### config.mk
export PLATFORM = sky130hd
export DESIGN_NAME = multicycle_ctrl
export DESIGN_NICKNAME = d
export VERILOG_FILES = /design/src/rtl/multicycle_ctrl.sv
export SDC_FILE = /design/constraint.sdc
export NUM_CORES = 1
export LEC_CHECK = 0
export ABC_AREA = 1
export BUFFER_PORTS_ARGS = -buffer_cell sky130_fd_sc_hd__buf_2
export CELL_PAD_IN_SITES_DETAIL_PLACEMENT = 0
export CELL_PAD_IN_SITES_GLOBAL_PLACEMENT = 2
export CORE_ASPECT_RATIO = 0.75
export CORE_MARGIN = 2
export CORE_UTILIZATION = 20
export CTS_CLUSTER_SIZE = 30
export DETAILED_ROUTE_END_ITERATION = 8
export PLACE_DENSITY_LB_ADDON = 0.1
export SLEW_MARGIN = 20
export SYNTH_ARGS = -nofsm -noshare
export SYNTH_HDL_FRONTEND = slang
export SYNTH_SLANG_ARGS = --single-unit
### constraint.sdc
create_clock -name clk -period 1.6 [get_ports clk]
set_input_delay 0.16 -clock clk [delete_from_list [all_inputs] [get_ports clk]]
set_output_delay 0.16 -clock clk [all_outputs]
set_load 0.05 [all_outputs]
### src/rtl/multicycle_ctrl.sv
// Multi-cycle rv32i control sequencer sharing one memory port between fetch and load/store.
// Optional retired-instruction counter is built only when RV32I_INSTRET_CNT_EN is defined.
module multicycle_ctrl #(
  parameter int TIMEOUT_CYCLES = 16,
  parameter int CNT_WIDTH      = 64
) (
  input  logic                 clk,
  input  logic                 areset_n,
  input  logic [6:0]           opcode,
  input  logic                 branch_taken,
  output logic                 mem_req_valid,
  input  logic                 mem_req_ready,
  output logic                 mem_we,
  output logic                 mem_addr_sel,
  input  logic                 mem_rsp_valid,
  output logic                 ir_we,
  output logic                 mdr_we,
  output logic                 pc_we,
  output logic [1:0]           pc_src,
  output logic                 rf_we,
  output logic [1:0]           wb_sel,
  output logic                 alu_src_a,
  output logic                 alu_src_b,
  output logic [1:0]           alu_op,
  output logic                 retire,
  output logic                 halted,
  output logic [3:0]           trap_cause,
  output logic [CNT_WIDTH-1:0] instret
);

  typedef enum logic [2:0] {
    S_FETCH_REQ, S_FETCH_WAIT, S_DECODE, S_EXECUTE,
    S_MEM_REQ, S_MEM_WAIT, S_WRITEBACK, S_TRAP
  } state_t;

  typedef enum logic [3:0] {
    C_OP, C_OPIMM, C_LOAD, C_STORE, C_BRANCH,
    C_JAL, C_JALR, C_LUI, C_AUIPC, C_ILLEGAL
  } cls_t;

  localparam bit TO_EN  = (TIMEOUT_CYCLES != 0);
  localparam int TO_LIM = TO_EN ? TIMEOUT_CYCLES - 1 : 0;
  localparam int TO_W   = (TIMEOUT_CYCLES < 2) ? 1 : $clog2(TIMEOUT_CYCLES);

  state_t          state, state_nxt;
  cls_t            cls, cls_nxt;
  logic [3:0]      cause, cause_nxt;
  logic [TO_W-1:0] to_cnt;
  logic            to_expire;

  function automatic cls_t decode_class(input logic [6:0] op);
    cls_t c;
    case (op)
      7'b0110011: c = C_OP;
      7'b0010011: c = C_OPIMM;
      7'b0000011: c = C_LOAD;
      7'b0100011: c = C_STORE;
      7'b1100011: c = C_BRANCH;
      7'b1101111: c = C_JAL;
      7'b1100111: c = C_JALR;
      7'b0110111: c = C_LUI;
      7'b0010111: c = C_AUIPC;
      default:    c = C_ILLEGAL;
    endcase
    return c;
  endfunction

  always_ff @(posedge clk) begin
    if (!areset_n) begin
      state <= S_FETCH_REQ;
      cls   <= C_OP;
      cause <= 4'd0;
    end else begin
      state <= state_nxt;
      cls   <= cls_nxt;
      cause <= cause_nxt;
    end
  end

  // Counts consecutive response-less WAIT cycles; any other cycle clears it.
  always_ff @(posedge clk) begin
    if (!areset_n)
      to_cnt <= '0;
    else if ((state == S_FETCH_WAIT || state == S_MEM_WAIT) && !mem_rsp_valid)
      to_cnt <= to_cnt + TO_W'(1);
    else
      to_cnt <= '0;
  end

  // A response arriving in the limit cycle is checked first, so it beats the trap.
  assign to_expire = TO_EN && (to_cnt == TO_W'(TO_LIM));

  always_comb begin
    state_nxt     = state;
    cls_nxt       = cls;
    cause_nxt     = cause;
    mem_req_valid = 1'b0;
    mem_we        = 1'b0;
    mem_addr_sel  = 1'b0;
    ir_we         = 1'b0;
    mdr_we        = 1'b0;
    pc_we         = 1'b0;
    pc_src        = 2'd0;
    rf_we         = 1'b0;
    wb_sel        = 2'd0;
    alu_src_a     = 1'b0;
    alu_src_b     = 1'b0;
    alu_op        = 2'd0;
    retire        = 1'b0;
    halted        = 1'b0;
    case (state)
      S_FETCH_REQ: begin
        mem_req_valid = 1'b1;
        if (mem_req_ready) state_nxt = S_FETCH_WAIT;
      end
      S_FETCH_WAIT: begin
        if (mem_rsp_valid) begin
          ir_we     = 1'b1;
          state_nxt = S_DECODE;
        end else if (to_expire) begin
          cause_nxt = 4'd1;
          state_nxt = S_TRAP;
        end
      end
      S_DECODE: begin
        cls_nxt = decode_class(opcode);
        if (cls_nxt == C_ILLEGAL) begin
          cause_nxt = 4'd2;
          state_nxt = S_TRAP;
        end else begin
          state_nxt = S_EXECUTE;
        end
      end
      S_EXECUTE: begin
        case (cls)
          C_OP:    alu_op = 2'd1;
          C_OPIMM: begin alu_src_b = 1'b1; alu_op = 2'd1; end
          C_LUI:   begin alu_src_b = 1'b1; alu_op = 2'd3; end
          C_AUIPC, C_JAL: begin alu_src_a = 1'b1; alu_src_b = 1'b1; end
          C_BRANCH: alu_op = 2'd2;
          default: alu_src_b = 1'b1;
        endcase
        if (cls == C_BRANCH) begin
          pc_we     = 1'b1;
          pc_src    = branch_taken ? 2'd1 : 2'd0;
          retire    = 1'b1;
          state_nxt = S_FETCH_REQ;
        end else if (cls == C_LOAD || cls == C_STORE) begin
          state_nxt = S_MEM_REQ;
        end else begin
          state_nxt = S_WRITEBACK;
        end
      end
      S_MEM_REQ: begin
        mem_req_valid = 1'b1;
        mem_addr_sel  = 1'b1;
        mem_we        = (cls == C_STORE);
        if (mem_req_ready) state_nxt = S_MEM_WAIT;
      end
      S_MEM_WAIT: begin
        if (mem_rsp_valid) begin
          if (cls == C_STORE) begin
            pc_we     = 1'b1;
            retire    = 1'b1;
            state_nxt = S_FETCH_REQ;
          end else begin
            mdr_we    = 1'b1;
            state_nxt = S_WRITEBACK;
          end
        end else if (to_expire) begin
          cause_nxt = (cls == C_STORE) ? 4'd7 : 4'd5;
          state_nxt = S_TRAP;
        end
      end
      S_WRITEBACK: begin
        rf_we  = 1'b1;
        pc_we  = 1'b1;
        retire = 1'b1;
        case (cls)
          C_LOAD: wb_sel = 2'd1;
          C_JAL:  begin wb_sel = 2'd2; pc_src = 2'd1; end
          C_JALR: begin wb_sel = 2'd2; pc_src = 2'd2; end
          default: ;
        endcase
        state_nxt = S_FETCH_REQ;
      end
      S_TRAP: halted = 1'b1;
      default: state_nxt = S_FETCH_REQ;
    endcase
  end

  assign trap_cause = cause;

`ifdef RV32I_INSTRET_CNT_EN
  logic [CNT_WIDTH-1:0] cnt;

  always_ff @(posedge clk) begin
    if (!areset_n)
      cnt <= '0;
    else if (retire)
      cnt <= cnt + CNT_WIDTH'(1);
  end

  assign instret = cnt;
`else
  assign instret = '0;
`endif

endmodule

After elaboration in Yosys (flattened, before gate mapping)
Cells that the tools add are included.
{"block": "classes", "eq_ne": 33, "n_reduce_logical": 16, "muxes": 45, "add_sub_neg": 1}
{"operator": "$pmux 4 s9", "n": 1}
{"operator": "$mux 3", "n": 8}
{"operator": "$mux 4", "n": 6}
{"operator": "$eq 7x6->1 const B", "n": 3}
{"operator": "$eq 7x7->1 const B", "n": 3}
{"operator": "$pmux 3 s7", "n": 1}
{"operator": "$mux 1", "n": 19}
{"operator": "$eq 4x3->1 const B", "n": 4}
{"operator": "$eq 7x5->1 const B", "n": 2}
{"operator": "$ne 2x2->1 const B", "n": 7}
{"operator": "$eq 3x3->1 const B", "n": 4}
{"operator": "$eq 4x4->1 const B", "n": 3}
{"operator": "$pmux 2 s2", "n": 3}
{"operator": "$pmux 4 s3", "n": 1}
{"operator": "$reduce_or 2->1", "n": 5}
{"operator": "$eq 4x2->1 const B", "n": 2}
{"operator": "$mux 2", "n": 4}
{"operator": "$eq 7x2->1 const B", "n": 1}
{"operator": "$reduce_bool 7->1", "n": 1}
{"operator": "$eq 3x2->1 const B", "n": 2}
{"operator": "$pmux 2 s3", "n": 1}
{"operator": "$reduce_and 6->1", "n": 1}
{"operator": "$add 4x1->4 const B", "n": 1}
{"operator": "$eq 4x1->1 const B", "n": 1}
{"operator": "10 further kinds", "n": 11}
{"block": "totals", "ff_bits": 15}

Longest topological paths before layout
Gate-level depths: netlist of run 1.
{"block": "logic_depth", "ltp_word": 6, "mapped_depth": 11, "ltp_nobuf": 11}

Least setup slack after synthesis of run 1
Ideal clock, no wire load.
{"block": "synth_path", "path_type": "register -> output", "from": "register state[2]", "to": "output port pc_src[0]", "required_time_ns": 1.440, "arrival_time_ns": 2.601, "stages_incl_launch_ff": 6, "setup_slack_ns": -1.161, "path_cell_list": "dfxtp_1 -> buf_4 -> inv_1 -> nor2_1 -> inv_1 -> o21ai_0"}
{"block": "synth_via", "elab_chain_cells": 2}
{"item": "start, declared", "line_no": "45", "source": "state_t state, state_nxt;"}
{"item": "start signal, assigned", "line_no": "74", "source": "state <= state_nxt;"}
{"item": "$eq 3x3->1 / $eq 3x2->1 (equally long branches)", "line_no": "111", "source": "case (state)"}
{"item": "$pmux 2 s2 *", "line_no": "111"}
{"item": "end, declared", "line_no": "19", "source": "output logic [1:0] pc_src,"}
Every way passes the cells marked *; elsewhere a longest branch is shown, timed or not.

Worst setup path in the final report of run 1
{"block": "layout_path", "from": "register state[1]", "to": "output port alu_op[0]"}
{"block": "layout_via", "elab_chain_cells": 2}
{"item": "$eq 3x2->1", "line_no": "111"}
{"item": "$mux 2", "line_no": "111"}
{"item": "end, declared", "line_no": "24", "source": "output logic [1:0] alu_op,"}
No other way between the ends.

==> results of run 1 <==
[cell type report]
type / instances / area (um2) / share of cell area (%)
multi-input cells: 186 / 947.2 / 50.67
repair buffers: 47 / 331.6 / 17.74
flip-flops and latches: 14 / 294.0 / 15.73
inverters: 33 / 128.9 / 6.894
well taps: 101 / 126.4 / 6.760
clock buffers: 3 / 41.29 / 2.209
[through the flow]
step	area (um2)	setup slack (ns)	utilization (%)	TNS, ns	hold slack (ns)
final	1869	-0.02063	25.50	-0.05396	0.2348
after CTS	1783	-0.02632	24.32	-0.07714	0.2329
after detailed placement	1632	0.07705	22.26	0	0.4465
after global routing	1869	-0.1212	25.50	-0.6444	0.2544
after global placement	1632	0.07631	22.26	0	0.4367
after floorplan	1815	-0.4232	-	-1.786	0.3701
[synthesized netlist by cell type (2+ instances only)]
library cell,count
buf_4,67
inv_1,29
nand4_1,2
o211ai_1,3
a21oi_1,7
nor2_1,28
o31ai_1,2
nand2_1,42
inv_2,4
nor3_1,3
nand3_1,15
o21ai_0,3
nor2_2,2
dfxtp_1,14
nand2_2,3
[how the worst min path moves through the flow]
stage          slack [ns]  depth (start not counted)             to           from
2_1_floorplan        0.37                          2       state[0]  mem_req_ready
4_1_cts              0.23                          3       state[1]       areset_n
5_1_grt              0.25                          3  trap_cause[1]       areset_n
6_report             0.23                          3       state[1]       areset_n
3_3_place_gp         0.44                          1      to_cnt[0]      to_cnt[0]
3_5_place_dp         0.45                          1      to_cnt[0]      to_cnt[0]
[cell families after synthesis]
family / Yosys count
buffers and inverters: 102
AO/OA/AOI/OAI: 20
other: 1
flip-flops: 14
XOR/XNOR: 1
adder cells (fa/ha/maj): 1
AND/OR/NAND/NOR: 99
[routing by layer]
layer  wire length, um  up-vias  part of all wire (%)
met5                 0        -                     0
met4                21        0                  0.59
met3               274        2                   7.7
met2              1420       67                    40
met1              1860      608                    52
li1                  -      702                     -
[sequential cells by signal, summed over array words and instances, names as in the netlist]
register and cells:
cls 4, to_cnt 4, state 3, trap_cause 3
[where the power goes]
| group | internal, mW | leakage (nW) | switching (mW) | total, mW |
|---|---|---|---|---|
| Sequential | 0.406 | 0.117 | 0.0619 | 0.468 |
| Clock | 0.166 | 0.0216 | 0.119 | 0.285 |
| Combinational | 0.241 | 0.849 | 0.784 | 1.02 |
[what timing repair did]
item                       CTS  global route
hold buffers                 0             0
gates resized for setup     22            25
setup endpoints to repair    9            11
pin swaps                    3             3
buffers inserted             7             2
[critical path, cell delays in order, from the launching register on]
cell     delay (ns)
dfxtp_4        0.38
inv_6          0.05
nor3_4         0.24
inv_2          0.09
o41ai_4        0.25
buf_6          0.21
==> metrics.md, run 1 <==
| Metric | Value |
|---|---|
| Top Usage Layer GRT | `met2` |
| #FFs+latches synth | `14` |
| Routed len/inst | `9.318 um` |
| Post-Synthesis Cells | `roughly 240` |
| R2r worst-path depth | `12` |
| Post-synth ARST share | `0%` |
| CP arrival | `1.46 ns` |
| Ys Warns | `0` |
| Startpoint types | `flop` |
| Final hold viol count | `0` |
| Fraction of layout cells with a size suffix above 1 | `about 33%` |
| Commonest non-fill, non-tap cell in the layout | `conb_1` |
| Drt pass-1 iters | `4` |
| Worst r2r src | `cls[3]` |
| Compound-cell area share of the yosys netlist | `8.911%` |
| Sequential area share after synthesis | `approximately 18%` |
| Max clock buf depth | `2` |
| Largest area contributor in the netlist | `buf_4` |
| Synth Area in Simple Gates | `29.04%` |
| Failing checks | `negative setup slack` |
| # fillers | `863` |
| Post-synth EDFFs | `0` |
| CTS sink cnt | `14` |
| Outcome | `finished, violations left` |
| Area growth, synth to finish | `23.27%` |
| First-pass GRT wire length | `5.547 mm` |
| Vias in the first global route | `approximately 1100` |
| Non-Filler Instances | `384` |
| Core footprint | `7331 um2` |
| CP Capture Type | `output port` |
| Power per Cell Area | `about 950 nW/um2` |
| GR Overflow Total | `0` |
| Max cap viols | `0` |
| GR met2 Demand/Resource | `around an eighth` |
| Worst VDD drop | `0.2914 mV` |
| Maximum clock frequency | `617.0 MHz` |
| Fin crit share | `101.3%` |
| CTS Buf Count | `3` |
| Share of Yosys cell area claimed by the top area cell type | `33.17%` |
| Hpwl dp | `2.921 mm` |
| Avg Inst Size Synth | `6.372 um2` |
| GR Util met1 | `12.20%` |
| CP required | `1.44 ns` |
| Clock latency on the worst-skew pair | `0.24 ns` |
| Root Buffer | `clkbuf_8` |
| Die footprint | `8302 um2` |
| Worst setup path startpoint | `state[1]` |
| CTS clk-pin slew, worst paths | `0.06 ns` |
| Cell total after placement | `~370` |
| H-Tree Depth | `1` |
| Pleak | `a little under 1 nW` |
| Rows | `27` |
| Mux cell area share after synthesis | `0%` |
| Die width | `104.5 um` |
| Final worst slack | `-0.02063 ns` |
| Predominant post-synthesis flop cell | `dfxtp_1` |
| Remaining DRCs | `0` |
| Flop-to-flop setup slack | `0.15 ns` |
| Crit path time final | `between 1.5 and 2 ns` |
| Ranking of synthesized cells by area | `buf_4 33%, dfxtp_1 18%, nand2_1 10%, inv_1 7.2%, nor2_1 6.9%` |
| Most frequent cells in the layout | `65 x conb_1, 39 x nand2_1, 22 x inv_1` |
| Final GP Congestion | `0.7072` |
| Initial antenna violation count | `0` |
| Total Nets Final | `around 300` |
| Slew Viols, Final | `0` |
| IO Port Bufs | `31` |
| Synth Area in XOR/XNOR | `0.5776%` |
| Setup Skew | `~0.0023 ns` |
| Vias per std cell | `3.591` |
| Height of the die | `79.41 um` |
| CTS tree | `done` |
| M3 GR Usage | `2.122%` |
| Crit Path Max Fanout | `4` |
| Iter 0 DRT Violations | `79` |
| Final setup viols | `3` |
| Adder-cell share of the synthesized area | `0.8251%` |
| Final wirelength | `between 3 and 4 mm` |
| RSZ-0062 raised after global routing | `yes` |
| Remaining antenna violation count after routing | `0` |
| Largest net degree at the start of global routing | `11` |
| Starting Density | `between 20 and 25%` |
| Worst Setup Path Type | `reg -> out` |
| CP Capture Point | `alu_op[0]` |
| Inserted Diodes | `0` |
| Post-synthesis cell type count | `29` |
| Power, Total | `1.778 mW` |
| Worst Hold Class | `in -> reg` |
| R2r endpoint | `state[2]` |
| Via Count | `1379` |
| Ports | `97` |
| Main combinational cell family by area after synthesis | `buffers and inverters` |
| GR Util All Layers | `8.278%` |
| Post-Syn Area | `1516 um2` |
(Power assumes the default switching activity.)
==> run 2, diff against run 1 <==
Settings changed: CAP_MARGIN set to 20, REMOVE_ABC_BUFFERS set to 1.
==> run 2 against run 1 <==
  * Clock skew is 0.0011 ns lower
  * Non-clock buffer count is 9 higher
  * Clock-buffer cell count is 1 higher
  * Combinational power is 4% higher
  * The flow still finishes with violations (negative setup slack)
  * Critical path type unchanged
  * Sequential cell count stayed put
  * First-iteration DRC count is 65% lower
  * Worst setup slack worse by 0.030 ns
  * Register-to-register slack worse by 0.02 ns
  * Critical endpoint is now pc_we
  * Die area stayed put
  * Worst hold slack worse by 0.014 ns
  * Final cell count is 2.6% higher
  * Sequential power is 1% higher
==> metrics.md, run 2 (synthesis results as in run 1) <==
| Metric | Value |
|---|---|
| Final setup TNS | `-0.1483 ns` |
| Initial antenna violation count | `0` |
| Place WS | `about 0.063 ns` |
| Rows | `27` |
| H-Tree Depth | `1` |
| Combinational power share | `56.3%` |
| CP peak stage delay | `0.37 ns` |
| Largest net degree at the start of global routing | `11` |
| Clock Power Share | `between 10% and 20%` |
| Fraction of layout cells with a size suffix above 1 | `around a third` |
| Clock latency on the worst-skew pair | `0.24 ns` |
| Worst VDD drop | `0.2064 mV` |
| Hold buffer count at CTS | `0` |
| FF+latch area | `295.3 um2` |
| Iter 0 DRT Violations | `28` |
| Cell Chain, Critical Path | `nor2_4 -> nand2_2 -> nor2_4 -> inv_1 -> o211ai_1 -> buf_4` |
| NetSw | `0.9844 mW` |
| Crit-path leading delay family | `flip-flops` |
| CTS clk-pin slew, worst paths | `0.06 ns` |
| CTS sink cnt | `14` |
| Area growth, synth to finish | `26.81%` |
| Crit path time final | `1.651 ns` |
| Max clock buf depth | `2` |
| CP arrival | `1.49 ns` |
| Final hold viol count | `0` |
| Share of power burned in registers | `25.1%` |
| Drt pass-1 iters | `4` |
| Pleak | `1.023 nW` |
| # fillers | `around 850` |
| Final worst slack | `-0.05063 ns` |
| GR Overflow Total | `0` |
| Starting Density | `between 20 and 25%` |
| CTS tree | `done` |
| Commonest non-fill, non-tap cell in the layout | `conb_1` |
| Flop-to-flop setup slack | `0.13 ns` |
| CTS Buf Count | `3` |
| Die width | `104.5 um` |
| CP most frequent cell | `nor2_4` |
| Remaining antenna violation count after routing | `0` |
| Cell total after placement | `375` |
| Outcome | `finished, violations left` |
| Inserted Diodes | `0` |
| R2r worst-path depth | `10` |
| Vias per std cell | `3.551` |
| Ports | `97` |
| Vias in the first global route | `1236` |
| Root Buffer | `clkbuf_8` |
| Final Util | `26.23%` |
| Startpoint types | `flop` |
| Non-Filler Instances | `394` |
| Setup Skew | `0.001146 ns` |
| CP Capture Type | `output port` |
| Die footprint | `between 8000 and 9000 um2` |
| Hold endpoint | `state[1]` |
| IO Port Bufs | `31` |
| Fin crit share | `103.2%` |
| Buf/Inv on CP | `2` |
| Via Count | `~1400` |
| Worst Setup Path Type | `reg -> out` |
| Int Power | `0.9079 mW` |
| Maximum clock frequency | `slightly above 600 MHz` |
| Switch share | `52.02%` |
| Total Nets Final | `307` |
| Worst r2r src | `cls[2]` |
| Max cap viols | `0` |
| Worst Hold Class | `in -> reg` |
| GR Util All Layers | `8.745%` |
| Biggest registers after layout | `cls (4), to_cnt (4)` |
| Most frequent cells in the layout | `65 x conb_1, 38 x nand2_1, 28 x buf_4` |
| Final GP Congestion | `roughly 0.7` |
| Worst hold slack | `0.2209 ns` |
| CP required | `1.44 ns` |
| Power per Cell Area | `about 980 nW/um2` |
| First-pass GRT wire length | `5.782 mm` |
| Hpwl dp | `3.085 mm` |
| Hold depth | `3` |
| Final setup viols | `3` |
| Crit Path Max Fanout | `4` |
| Routed len/inst | `9.794 um` |
| Core footprint | `7331 um2` |
| Remaining DRCs | `0` |
| Slew Viols, Final | `0` |
| Hold_sp | `areset_n` |
| Slowest cell on crit path | `dfxtp_4` |
| RSZ-0062 raised after global routing | `yes` |
| Failing checks | `negative setup slack` |
| Height of the die | `79.41 um` |
| Worst setup path startpoint | `cls[2]` |
| Area of the multi-input gates | `914.6 um2` |
| R2r endpoint | `state[1]` |
| Final wirelength | `3.859 mm` |
[run 2: metrics by stage]
stage               area, um2  total power [mW]
finish                   1923             1.892
global route             1923             2.006
CTS                      1827             1.822
floorplan                1245             1.159
global placement         1602             1.356
detailed placement       1602             1.341
[run 2: per-layer routing]
| layer | up-vias | part of all wire, % | global-route usage, % |
|---|---|---|---|
| met4 | 0 | 0.73 | 2.973 |
| met1 | 611 | 50 | 12.24 |
| met2 | 66 | 43 | 13.20 |
| li1 | 720 | - | - |
| met5 | - | 0 | 0 |
| met3 | 2 | 7.2 | 1.959 |
[run 2: cell type report]
cell class | instances | area share (%)
multi-input cells | 186 | 47.56
repair buffers | 56 | 20.95
flip-flops and latches | 14 | 15.35
inverters | 33 | 6.701
well taps | 101 | 6.571
clock buffers | 4 | 2.863
[run 2: worst max-delay path by stage]
| stage | end | slack [ns] | cells after the start |
|---|---|---|---|
| after global routing | pc_we | -0.15 | 6 |
| after floorplan | pc_src[0] | -1.25 | 4 |
| after CTS | pc_we | -0.06 | 6 |
| after detailed placement | pc_we | 0.06 | 7 |
| after global placement | pc_we | 0.06 | 7 |
| final | pc_we | -0.05 | 6 |
[run 2: power by group through the flow]
stage	Combinational, mW	Sequential [mW]	Clock (mW)
final	1.06	0.474	0.353
after detailed placement	0.881	0.460	0
after floorplan	0.673	0.486	0
after global routing	1.14	0.482	0.379
after global placement	0.894	0.463	0
after CTS	0.988	0.467	0.367
[run 2: worst register-to-register path, cell delays in order, from the launching register on]
cell and delay (ns):
dfxtp_4 0.37, nor2_4 0.12, nand2_2 0.09, buf_6 0.13, buf_4 0.12, buf_4 0.12
buf_4 0.13, a31oi_4 0.12, nand3_1 0.08, nand2_1 0.06, inv_1 0.03
[run 2: repair_timing]
action | 4_1_cts | 5_1_grt
gates resized for setup | 31 | 27
gates cloned | 0 | 0
pin swaps | 4 | 7
setup buffers | 13 | 3
setup endpoints to repair | 11 | 13
==> run 3, diff against run 2 <==
Settings changed: HOLD_SLACK_MARGIN set to 0.02, MAX_ROUTING_LAYER set to met4.
==> run 3 against run 2 <==
  * The flow still finishes with violations (negative setup slack)
  * Clock-buffer cell count did not move
  * Register-to-register slack about the same
  * Sequential share of layout area is the same
  * Design area unchanged
  * Critical path depth unchanged
  * First-iteration DRC count shrank 18%
==> metrics.md, run 3 (synthesis results as in run 1) <==
| Metric | Value |
|---|---|
| Outcome | `finished, violations left` |
| Failing checks | `negative setup slack` |
| Hold depth | `3` |
| Hold buffer count at CTS | `0` |
| Cell Chain, Critical Path | `nor2_4 -> nand2_2 -> nor2_4 -> inv_1 -> o211ai_1 -> buf_4` |
| CP peak stage delay | `0.37 ns` |
| Ports | `just under 100` |
| Most frequent cells in the layout | `65 x conb_1, 38 x nand2_1, 28 x buf_4` |
| Vias per std cell | `3.541` |
| Die width | `104.5 um` |
| GR Overflow Total | `0` |
| RSZ-0062 raised after global routing | `yes` |
| Area growth, synth to finish | `26.81%` |
| R2r worst-path depth | `10` |
| CTS sink cnt | `14` |
| CTS Buf Count | `3` |
| Final Util | `26.23%` |
| Starting Density | `between 20% and 30%` |
| Fraction of layout cells with a size suffix above 1 | `34.81%` |
| Largest net degree at the start of global routing | `11` |
| Clock latency on the worst-skew pair | `around 0.24 ns` |
| Initial antenna violation count | `0` |
| Hpwl dp | `3.085 mm` |
| Non-Filler Instances | `394` |
| Cell total after placement | `375` |
| Drt pass-1 iters | `3` |
| Final setup viols | `4` |
| Maximum clock frequency | `604.9 MHz` |
| Total Nets Final | `307` |
| Crit Path Max Fanout | `4` |
| Height of the die | `79.41 um` |
| Root Buffer | `clkbuf_8` |
| CP required | `1.44 ns` |
| Buf/Inv on CP | `2` |
| Worst Hold Class | `in -> reg` |
| Die footprint | `8302 um2` |
| Hold endpoint | `state[1]` |
| Setup Skew | `0.001119 ns` |
| Flop-to-flop setup slack | `0.13 ns` |
| Slew Viols, Final | `0` |
| Crit-path leading delay family | `flip-flops` |
| Max clock buf depth | `2` |
| Inserted Diodes | `0` |
| Via Count | `approximately 1400` |
| Final hold viol count | `0` |
| Pleak | `~1.0 nW` |
| Crit path time final | `~1.7 ns` |
| CTS clk-pin slew, worst paths | `0.06 ns` |
| Commonest non-fill, non-tap cell in the layout | `conb_1` |
| Routed len/inst | `9.772 um` |
| Hold_sp | `areset_n` |
| H-Tree Depth | `1` |
| Vias in the first global route | `roughly 1200` |
| CP most frequent cell | `nor2_4` |
| First-pass GRT wire length | `a little under 6 mm` |
| Remaining antenna violation count after routing | `0` |
| Startpoint types | `flop` |
| Final worst slack | `-0.05309 ns` |
| Fin crit share | `103.3%` |
| Worst VDD drop | `0.2061 mV` |
| Max cap viols | `0` |
| IO Port Bufs | `31` |
| Final GP Congestion | `0.6900` |
| Biggest registers after layout | `cls (4), to_cnt (4)` |
| Final wirelength | `3.850 mm` |
| CP arrival | `approximately 1.5 ns` |
| Worst Setup Path Type | `reg -> out` |
| Worst r2r src | `cls[2]` |
| Slowest cell on crit path | `dfxtp_4` |
| Power per Cell Area | `983.6 nW/um2` |
| Remaining DRCs | `0` |
| Core footprint | `approximately 7300 um2` |
| CP Capture Type | `output port` |
| R2r endpoint | `state[1]` |
| Rows | `27` |
| Iter 0 DRT Violations | `23` |
| GR Util All Layers | `8.989%` |
| CTS tree | `done` |
## run 3: cell counts in the layout (fill, tap and decap cells not counted)
Identical to the previous run, type by type.
## run 3: power breakdown
part	internal (mW)	total [mW]	switching [mW]	leakage, nW
registers	0.406	0.474	0.0674	0.117
clock network	0.218	0.352	0.135	0.0288
logic	0.284	1.07	0.782	0.877
## run 3: worst max-delay path by stage
stage               slack, ns  cells past startpoint     start        end
floorplan               -1.25                      4  state[2]  pc_src[0]
global placement         0.06                      7    cls[2]      pc_we
detailed placement       0.06                      7    cls[2]      pc_we
CTS                     -0.06                      6    cls[3]      pc_we
global route            -0.15                      6    cls[1]      pc_we
finish                  -0.05                      6    cls[2]      pc_we
## run 3: timing repair
item / CTS / global route
pin swaps: 4 / 7
setup buffers: 13 / 3
resized for setup: 31 / 27
cloned: 0 / 0
endpoints found under the setup margin: 11 / 13
## run 3: tightest hold or removal path: stages
cell and delay [ns]:
buf_2 0.16, nand2_1 0.08, inv_1 0.03
## run 3: metrics by stage
stage / hold slack [ns] / cell area [um2] / TNS [ns] / power (mW) / setup slack (ns)
6_report: 0.2212 / 1923 / -0.1515 / 1.892 / -0.05309
5_1_grt: 0.2441 / 1923 / -0.8665 / 2.005 / -0.1498
4_1_cts: 0.2150 / 1827 / -0.2319 / 1.822 / -0.05650
3_5_place_dp: 0.4710 / 1602 / 0 / 1.341 / 0.06350
3_3_place_gp: 0.4345 / 1602 / 0 / 1.356 / 0.05898
2_1_floorplan: 0.2576 / 1245 / -8.739 / 1.159 / -1.254
## run 3: cell type report
| type | count | area (um2) |
|---|---|---|
| clock buffers | 4 | 55.05 |
| multi-input cells | 186 | 914.6 |
| flip-flops and latches | 14 | 295.3 |
| repair buffers | 56 | 402.9 |
| fillers | 848 | 5408 |
| inverters | 33 | 128.9 |
| well taps | 101 | 126.4 |
## run 3: routing by layer
layer,vias to the layer above,part of all wire [%],GRT usage (%)
met4,0,1.4,2.973
met5,-,0,-
met2,68,42,13.20
met3,4,7.0,1.796
met1,602,50,12.34
li1,721,-,-
